==> src/rtl/arith_pkg.sv <==
// arith_pkg: shared state encodings and default widths for the arithmetic datapath
package arith_pkg;
   localparam int DEF_DIVIDEND_W = 32;
   localparam int DEF_DIVISOR_W  = 16;
   typedef enum logic [1:0] {ST_IDLE = 2'd0, ST_CALC = 2'd1, ST_DONE = 2'd2} state_t;
   function automatic int cnt_w(input int w);
      return $clog2(w);
   endfunction
endpackage

==> src/rtl/div_step.sv <==
// div_step: one restoring-division iteration, conditional subtract of the divisor
module div_step #(
   parameter int DIVISOR_W = 16
) (
   input  logic [DIVISOR_W:0]   i_rem,
   input  logic [DIVISOR_W-1:0] i_divisor,
   output logic [DIVISOR_W-1:0] o_rem,
   output logic                 o_q_bit
);
   logic [DIVISOR_W-1:0] w_diff;
   // the result is always below the divisor, so the low bits of the difference suffice
   assign w_diff  = i_rem[DIVISOR_W-1:0] - i_divisor;
   assign o_q_bit = i_rem >= {1'b0, i_divisor};
   assign o_rem   = o_q_bit ? w_diff : i_rem[DIVISOR_W-1:0];
endmodule

==> src/rtl/divider_32by16_seq.sv <==
// divider_32by16_seq: restoring radix-2 unsigned divider, one quotient bit per clock,
// valid/ready handshakes on operands and result
module divider_32by16_seq
   import arith_pkg::*;
#(
   parameter int DIVIDEND_W = DEF_DIVIDEND_W,
   parameter int DIVISOR_W  = DEF_DIVISOR_W
) (
   input  logic                  clk,
   input  logic                  rst_n,
   input  logic                  in_valid,
   output logic                  in_ready,
   input  logic [DIVIDEND_W-1:0] dividend,
   input  logic [DIVISOR_W-1:0]  divisor,
   output logic                  out_valid,
   input  logic                  out_ready,
   output logic [DIVIDEND_W-1:0] quotient,
   output logic [DIVISOR_W-1:0]  remainder,
   output logic                  div_by_zero
);
   localparam int CNT_W = cnt_w(DIVIDEND_W);
   state_t                r_state, w_next;
   logic [CNT_W-1:0]      r_cnt;
   logic [DIVIDEND_W-1:0] r_shift, r_quo;
   logic [DIVISOR_W-1:0]  r_rem, r_div, r_rem_out, w_rem_out;
   logic [DIVISOR_W:0]    w_rem_in;
   logic                  r_dbz, w_q_bit, w_accept, w_last;

   assign in_ready    = rst_n && r_state == ST_IDLE;
   assign out_valid   = r_state == ST_DONE;
   assign w_accept    = in_valid && in_ready;
   assign w_last      = r_cnt == CNT_W'(DIVIDEND_W - 1);
   assign w_rem_in    = {r_rem, r_shift[DIVIDEND_W-1]};
   assign quotient    = r_quo;
   assign remainder   = r_rem_out;
   assign div_by_zero = r_dbz;

   div_step #(.DIVISOR_W(DIVISOR_W)) u_step (
      .i_rem     (w_rem_in),
      .i_divisor (r_div),
      .o_rem     (w_rem_out),
      .o_q_bit   (w_q_bit)
   );

   always_comb begin
      w_next = r_state;
      case (r_state)
         ST_IDLE: if (w_accept) w_next = divisor == '0 ? ST_DONE : ST_CALC;
         ST_CALC: if (w_last) w_next = ST_DONE;
         ST_DONE: if (out_ready) w_next = ST_IDLE;
         default: w_next = ST_IDLE;
      endcase
   end

   always_ff @(posedge clk or negedge rst_n) begin
      if (!rst_n) begin
         r_state   <= ST_IDLE;
         r_cnt     <= '0;
         r_shift   <= '0;
         r_rem     <= '0;
         r_div     <= '0;
         r_quo     <= '0;
         r_rem_out <= '0;
         r_dbz     <= 1'b0;
      end else begin
         r_state <= w_next;
         if (w_accept) begin
            r_shift <= dividend;
            r_div   <= divisor;
            r_rem   <= '0;
            r_cnt   <= '0;
            if (divisor == '0) begin
               r_quo     <= '1;
               r_rem_out <= dividend[DIVISOR_W-1:0];
               r_dbz     <= 1'b1;
            end
         end else if (r_state == ST_CALC) begin
            // the dividend register empties from the top while quotient bits fill from the bottom
            r_shift <= {r_shift[DIVIDEND_W-2:0], w_q_bit};
            r_rem   <= w_rem_out;
            r_cnt   <= r_cnt + CNT_W'(1);
            if (w_last) begin
               r_quo     <= {r_shift[DIVIDEND_W-2:0], w_q_bit};
               r_rem_out <= w_rem_out;
               r_dbz     <= 1'b0;
            end
         end
      end
   end
endmodule

==> config.mk <==
export PLATFORM = sky130hd
export DESIGN_NAME = divider_32by16_seq
export DESIGN_NICKNAME = d
export VERILOG_FILES = /design/src/rtl/arith_pkg.sv /design/src/rtl/div_step.sv /design/src/rtl/divider_32by16_seq.sv
export SDC_FILE = /design/constraint.sdc
export NUM_CORES = 1
export LEC_CHECK = 0
export CAP_MARGIN = 20
export CORE_UTILIZATION = 40
export CTS_CLUSTER_DIAMETER = 100
export DETAILED_ROUTE_END_ITERATION = 8
export GPL_ROUTABILITY_DRIVEN = 1
export SYNTH_ARGS = -nofsm -noshare
export SYNTH_HDL_FRONTEND = slang
export SYNTH_SLANG_ARGS = --single-unit
==> constraint.sdc <==
create_clock -name clk -period 5 [get_ports clk]
set_clock_uncertainty 0.2 [all_clocks]
set_input_delay 1.5 -clock clk [delete_from_list [all_inputs] [get_ports clk]]
set_output_delay 1.5 -clock clk [all_outputs]
set_load 0.05 [all_outputs]
==> flow_summary.ini, run 1 <==
[sta]
clock.fmax_ghz = 0.248
finalHoldViolCount = 0
worst_slew_pin_slew_ns = 0.896
slew_violations = 0
setup_tns_ns = 0
rsz0062_at_grt = no
setup_viol = 0
max_slew_margin = 0.403
period_share = 0.805
min_period_ns = 4.03

[grt]
grt_pass1_wl_mm = 25.3
grt_overflow = 0
grtUsageTotal = 0.224
grt_max_degree = 71
grt_pass1_vias = 4911
antenna_found_initial = 0

[detailed_routing]
vias = 4879
ant_nets = 0
route.detailed.drc = 0
viasPerCell = 5.51
drt_iter0_drc = 269
post_drt_wl_per_cell_microns = 17.5
firstDrtPassIters = 6
routed_wl_mm = 15.5

[setup_path]
critPathKind = input port to output port
crit_path_end_kind = output port
cp.arrival_ns = 2.33
startpoint_type = input port
cp_data_required_time_ns = 3.30
critical_path_peak_fanout = 3

[job]
drv_cap = 0

[yosys]
syn_inst = 600
ys_top_cells_by_area = dfrtp_1 51%, nand2_1 6.6%, o22a_1 4.6%
syn_area_sq_mm = 0.00584
ys.flop_type = dfrtp_1
synth-seq-area-share = 0.514
ys_seq_elements = 120
synth_edf_count = 0
synthArstFlopShare = 1.00
yosys_warnings = 0
synth.distinct_cells = 54
syn_area_per_cell_sq_um = 9.74
yosysTopAreaCellShare = 0.514
syn-num-nets = 671
synth_top_cell_by_area = dfrtp_1

[cells_and_area]
multiInputGateArea_sq_mm = 0.00262
drive_above_1_share = 0.0751
final_nets = 764
fill_cells = 1269
final_cell_area_sq_mm = 0.00760
num_antenna_cells = 0
area_growth_pct = 30.0
ff_latch_area_sq_mm = 0.00300

[clocking]
ctsHoldBuffers = 0
cts_tree = yes
cts_sinks = 120
postCtsSetupBuffers = 0
ctsResizeCount = 0
clkLatencyLatePin_ns = 0.42
clkTransAtPathRegs_ns = 0.05
clock-root-buffer = clkbuf_16
numCtsBuffers = 17
cts_max_path_buffers = 2
htreeDepth = 4

[pwr]
p_seq_frac = 0.280
p_switching_mw = 2.81
ir_drop_uv = 318
power_leakage_nw = 3.34
combinationalPowerShare = 0.532
internal_power_mw = 3.37
swShare = 0.455
power_density_mw_per_mm2 = 813
clkPwrFrac = 0.188

[floorplan]
start_util = 0.416
fp.dieW_microns = 123
die_y_microns = 123
io_pins = 103
dieArea_sq_mm = 0.0151
fp-row-count = 43
core_area_sq_mm = 0.0140

[placement]
place_congestion = 0.839
io_buffers = 102
placed_cell_area_sq_mm = 0.00700
hpwl_mm = 10.7

[min_path]
worst_hold_path_type = register to register

[status]
outcome = completed
[area by class of cell]
class / instances / share of cell area
clock buffer: 19 / 0.0583
timing repair buffer: 110 / 0.146
tap: 180 / 0.0296
sequential: 120 / 0.395
inverter: 19 / 0.00939
clock inverter: 13 / 0.0160
multi-input combinational: 425 / 0.345
[critical path, cell delays in order]
cell and delay (ns):
buf_4 0.11, nor3b_1 0.50, buf_12 0.21
[final timing paths]
check	cells past startpoint	slack [ns]	to	startpoint
worst max register to register	7	2.00	remainder[1]	r_rem[13]
worst min register to register	1	0.29	quotient[2]	quotient[2]
min in group asynchronous	2	1.03	r_cnt[2]	rst_n
max in group asynchronous	3	2.22	r_rem[9]	rst_n
worst min-delay path	1	0.29	quotient[2]	quotient[2]
worst max-delay path	3	0.97	in_ready	rst_n
[sequential cells by signal, summed over array words and instances (netlist names)]
register,count
r_shift,32
remainder,16
quotient,32
r_rem,16
r_state,2
r_cnt,5
div_by_zero,1
r_div,16
[cells in the final DEF, fill, tap and decap left out, drive strengths merged, types with 2 or more instances in the layout]
| master | netlist | layout |
|---|---|---|
| dfrtp | 120 | 120 |
| nand2 | 103 | 103 |
| clkdlybuf4s50 | 0 | 100 |
| nor2 | 64 | 64 |
| o21ai | 42 | 42 |
| a31oi | 32 | 32 |
| o22a | 31 | 31 |
| a21oi | 25 | 25 |
| inv | 19 | 21 |
| clkbuf | 22 | 19 |
| ha | 18 | 18 |
| mux2i | 17 | 17 |
| buf | 14 | 10 |
| a41oi | 9 | 9 |
| clkinv | 0 | 8 |
| xnor2 | 7 | 7 |
| nand3 | 7 | 7 |
| a21o | 5 | 5 |
| xor2 | 5 | 5 |
| nor4 | 5 | 5 |
| nor3 | 5 | 5 |
| and3 | 4 | 4 |
| nand2b | 4 | 4 |
| a22oi | 4 | 4 |
| o21a | 3 | 3 |
| or3 | 3 | 3 |
| nor2b | 3 | 3 |
| and2 | 3 | 3 |
| o31a | 3 | 3 |
| nand4 | 3 | 3 |
| nand3b | 2 | 2 |
| a32oi | 2 | 2 |
| clkinvlp | 0 | 2 |
| a211oi | 2 | 2 |
[power by group through the flow]
stage	Clock, mW	Combinational (mW)	Sequential [mW]
2_1_floorplan	0	1.95	2.15
3_3_place_gp	0	3.23	1.73
3_5_place_dp	0	3.27	1.73
4_1_cts	1.18	3.29	1.73
5_1_grt	1.23	3.63	1.79
6_report	1.16	3.28	1.73
[synth_stat cells, drive strengths merged (4+ instances only)]
library cell and n:
nor2 64, mux2i 17, dfrtp 120, buf 14, nand3 7, inv 19, clkbuf 22, xnor2 7
xor2 5, nand2b 4, nand2 103, nor4 5, o21ai 42, a41oi 9, and3 4, o22a 31
a21oi 25, a21o 5, a31oi 32, nor3 5, a22oi 4, ha 18
[kinds of logic (layout without fill, tap and decap cells)]
kind of cell               after synthesis  in the layout  synth area share
adders and majority gates               19             19            0.0420
and+or+nand+nor                        209            209             0.157
muxes                                   17             17            0.0291
xor gates and xnor gates                12             12            0.0180
buffers and inverters                   55            161            0.0403
AOI/OAI and AO/OA                      168            168             0.199
DFF                                    120            120             0.514
[through the flow]
step                instances  total power, mW  hold slack [ns]  setup slack [ns]   util
detailed placement        853             5.00            0.277             0.849  0.499
global route              886             6.64            0.306             0.939  0.541
global placement          853             4.95            0.272             0.887  0.499
CTS                       885             6.21            0.292             0.963  0.539
floorplan                 600             4.09            0.250             0.572      -
finish                    886             6.18            0.287             0.973  0.541
[layer usage]
layer	vias to the layer above	GRT usage	share of wire
li1	2316	-	-
met1	2427	0.306	0.47
met2	123	0.348	0.47
met3	13	0.0469	0.046
met4	0	0.0861	0.013
met5	-	0	0
(Power assumes the default switching activity.)
==> inputs of run 2 (changes only) <==
--- a/config.mk
+++ b/config.mk
@@ -10,6 +10,7 @@
 export CTS_CLUSTER_DIAMETER = 100
 export DETAILED_ROUTE_END_ITERATION = 8
 export GPL_ROUTABILITY_DRIVEN = 1
+export PLACE_DENSITY = 0.66
 export SYNTH_ARGS = -nofsm -noshare
 export SYNTH_HDL_FRONTEND = slang
 export SYNTH_SLANG_ARGS = --single-unit
==> constraint.sdc (replaced) <==
create_clock -name clk -period 3.3 [get_ports clk]
set_clock_uncertainty 0.2 [all_clocks]
set_input_delay 0.99 -clock clk [delete_from_list [all_inputs] [get_ports clk]]
set_output_delay 0.99 -clock clk [all_outputs]
set_load 0.05 [all_outputs]
==> flow_summary.ini, run 2 (same netlist as run 1, synthesis figures left out) <==
[placement]
hpwl_mm = 11.0
dp_cells = 860
place_congestion = 0.819
io_buffers = 102
dpl_worst_slack_ns = 0.00603

[setup_path]
r2r_cells = 11
ff2ff_setup_slack_ns = 0.40
cp.arrival_ns = 1.86
worst_r2r_endpoint = remainder[12]
crit_path_end_kind = output port
startpoint_type = register
r2r_start = r_shift[31]
critical_path_peak_fanout = 4
worstSetupStartpoint = r_state[1]
critPathKind = register to output port
cp_data_required_time_ns = 2.11

[pwr]
p_switching_mw = 4.23
power_density_mw_per_mm2 = 1240
p_seq_frac = 0.276
clkPwrFrac = 0.194
internal_power_mw = 5.27
swShare = 0.445
power_leakage_nw = 3.38
ir_drop_uv = 576
combinationalPowerShare = 0.530

[cells_and_area]
layout_common_cells = 120 x dfrtp_1, 102 x nand2_1, 100 x clkdlybuf4s50_1
final_common_cell = dfrtp_1
final_nets = 770
fin_cells = 891
num_antenna_cells = 0
area_growth_pct = 31.2
final_util = 0.546
drive_above_1_share = 0.0774
fill_cells = 1240

[clocking]
numCtsBuffers = 17
cts_sinks = 120
clkTransAtPathRegs_ns = 0.05
cts_tree = yes
clkLatencyLatePin_ns = 0.42
cts_max_path_buffers = 2
postCtsSetupBuffers = 0
htreeDepth = 4
ctsHoldBuffers = 0
clock-root-buffer = clkbuf_16
ctsResizeCount = 0

[floorplan]
start_util = 0.416
die_y_microns = 123
io_pins = 103
core_area_sq_mm = 0.0140
dieArea_sq_mm = 0.0151
fp.dieW_microns = 123
fp-row-count = 43

[min_path]
worst_hold_path_type = register to register
worstHoldStart = quotient[25]
whs_endpoint = quotient[25]
hold_depth = 1

[detailed_routing]
vias = 4865
firstDrtPassIters = 5
routed_wl_mm = 15.6
viasPerCell = 5.46
route.detailed.drc = 0
drt_iter0_drc = 322
post_drt_wl_per_cell_microns = 17.6
ant_nets = 0

[sta]
setup_tns_ns = 0
rsz0062_at_grt = no
period_share = 0.924
worst_slew_pin_slew_ns = 0.768
finalHoldViolCount = 0
setup_viol = 0
slew_violations = 0
clock.fmax_ghz = 0.328
max_slew_margin = 0.488
layout_setup_ws_ns = 0.251
min_period_ns = 3.05

[grt]
grt_pass1_wl_mm = 25.5
antenna_found_initial = 0
grt_overflow = 0
grt_max_degree = 72
grtUsageTotal = 0.224
grt_pass1_vias = 4910

[status]
outcome = completed

[job]
drv_cap = 0
[run 2: final cells by class]
class	count	area [sq um]	area share
sequential	120	3000	0.392
multi-input combinational	425	2630	0.343
timing repair buffer	116	1160	0.151
clock buffer	23	458	0.0597
tap	180	225	0.0294
clock inverter	8	123	0.0160
inverter	19	71.3	0.00930
[run 2: worst max-delay path, cell delays in order, from the launching register on]
cell and delay, ns:
dfrtp_1 0.42, nor2b_1 0.19, clkdlybuf4s50_1 0.83
[run 2: how the worst max path moves through the flow]
stage	slack, ns	end	depth (start not counted)
final	0.25	out_valid	2
after detailed placement	0.006	remainder[8]	8
after global routing	0.18	out_valid	2
after global placement	0.11	remainder[10]	8
after floorplan	0.21	remainder[1]	7
after CTS	0.22	out_valid	2
[run 2: through the flow]
step                instance area [sq um]  hold slack [ns]  total power [mW]
detailed placement                   7090            0.279              7.65
global placement                     7090            0.274              7.56
floorplan                            5850            0.250              6.20
global route                         7670            0.305              10.2
finish                               7670            0.290              9.50
CTS                                  7670            0.289              9.56
[run 2: metal layers]
layer  part of all wire  global-route usage
met2               0.46               0.341
met5                  0                   0
met4              0.013              0.0648
met3              0.042              0.0567
met1               0.48               0.314
[run 2: power by group through the flow]
stage	Clock, mW	Combinational (mW)	Sequential, mW
floorplan	0	2.95	3.25
global placement	0	4.94	2.62
detailed placement	0	5.02	2.63
CTS	1.87	5.06	2.62
global route	1.93	5.54	2.71
finish	1.84	5.03	2.63
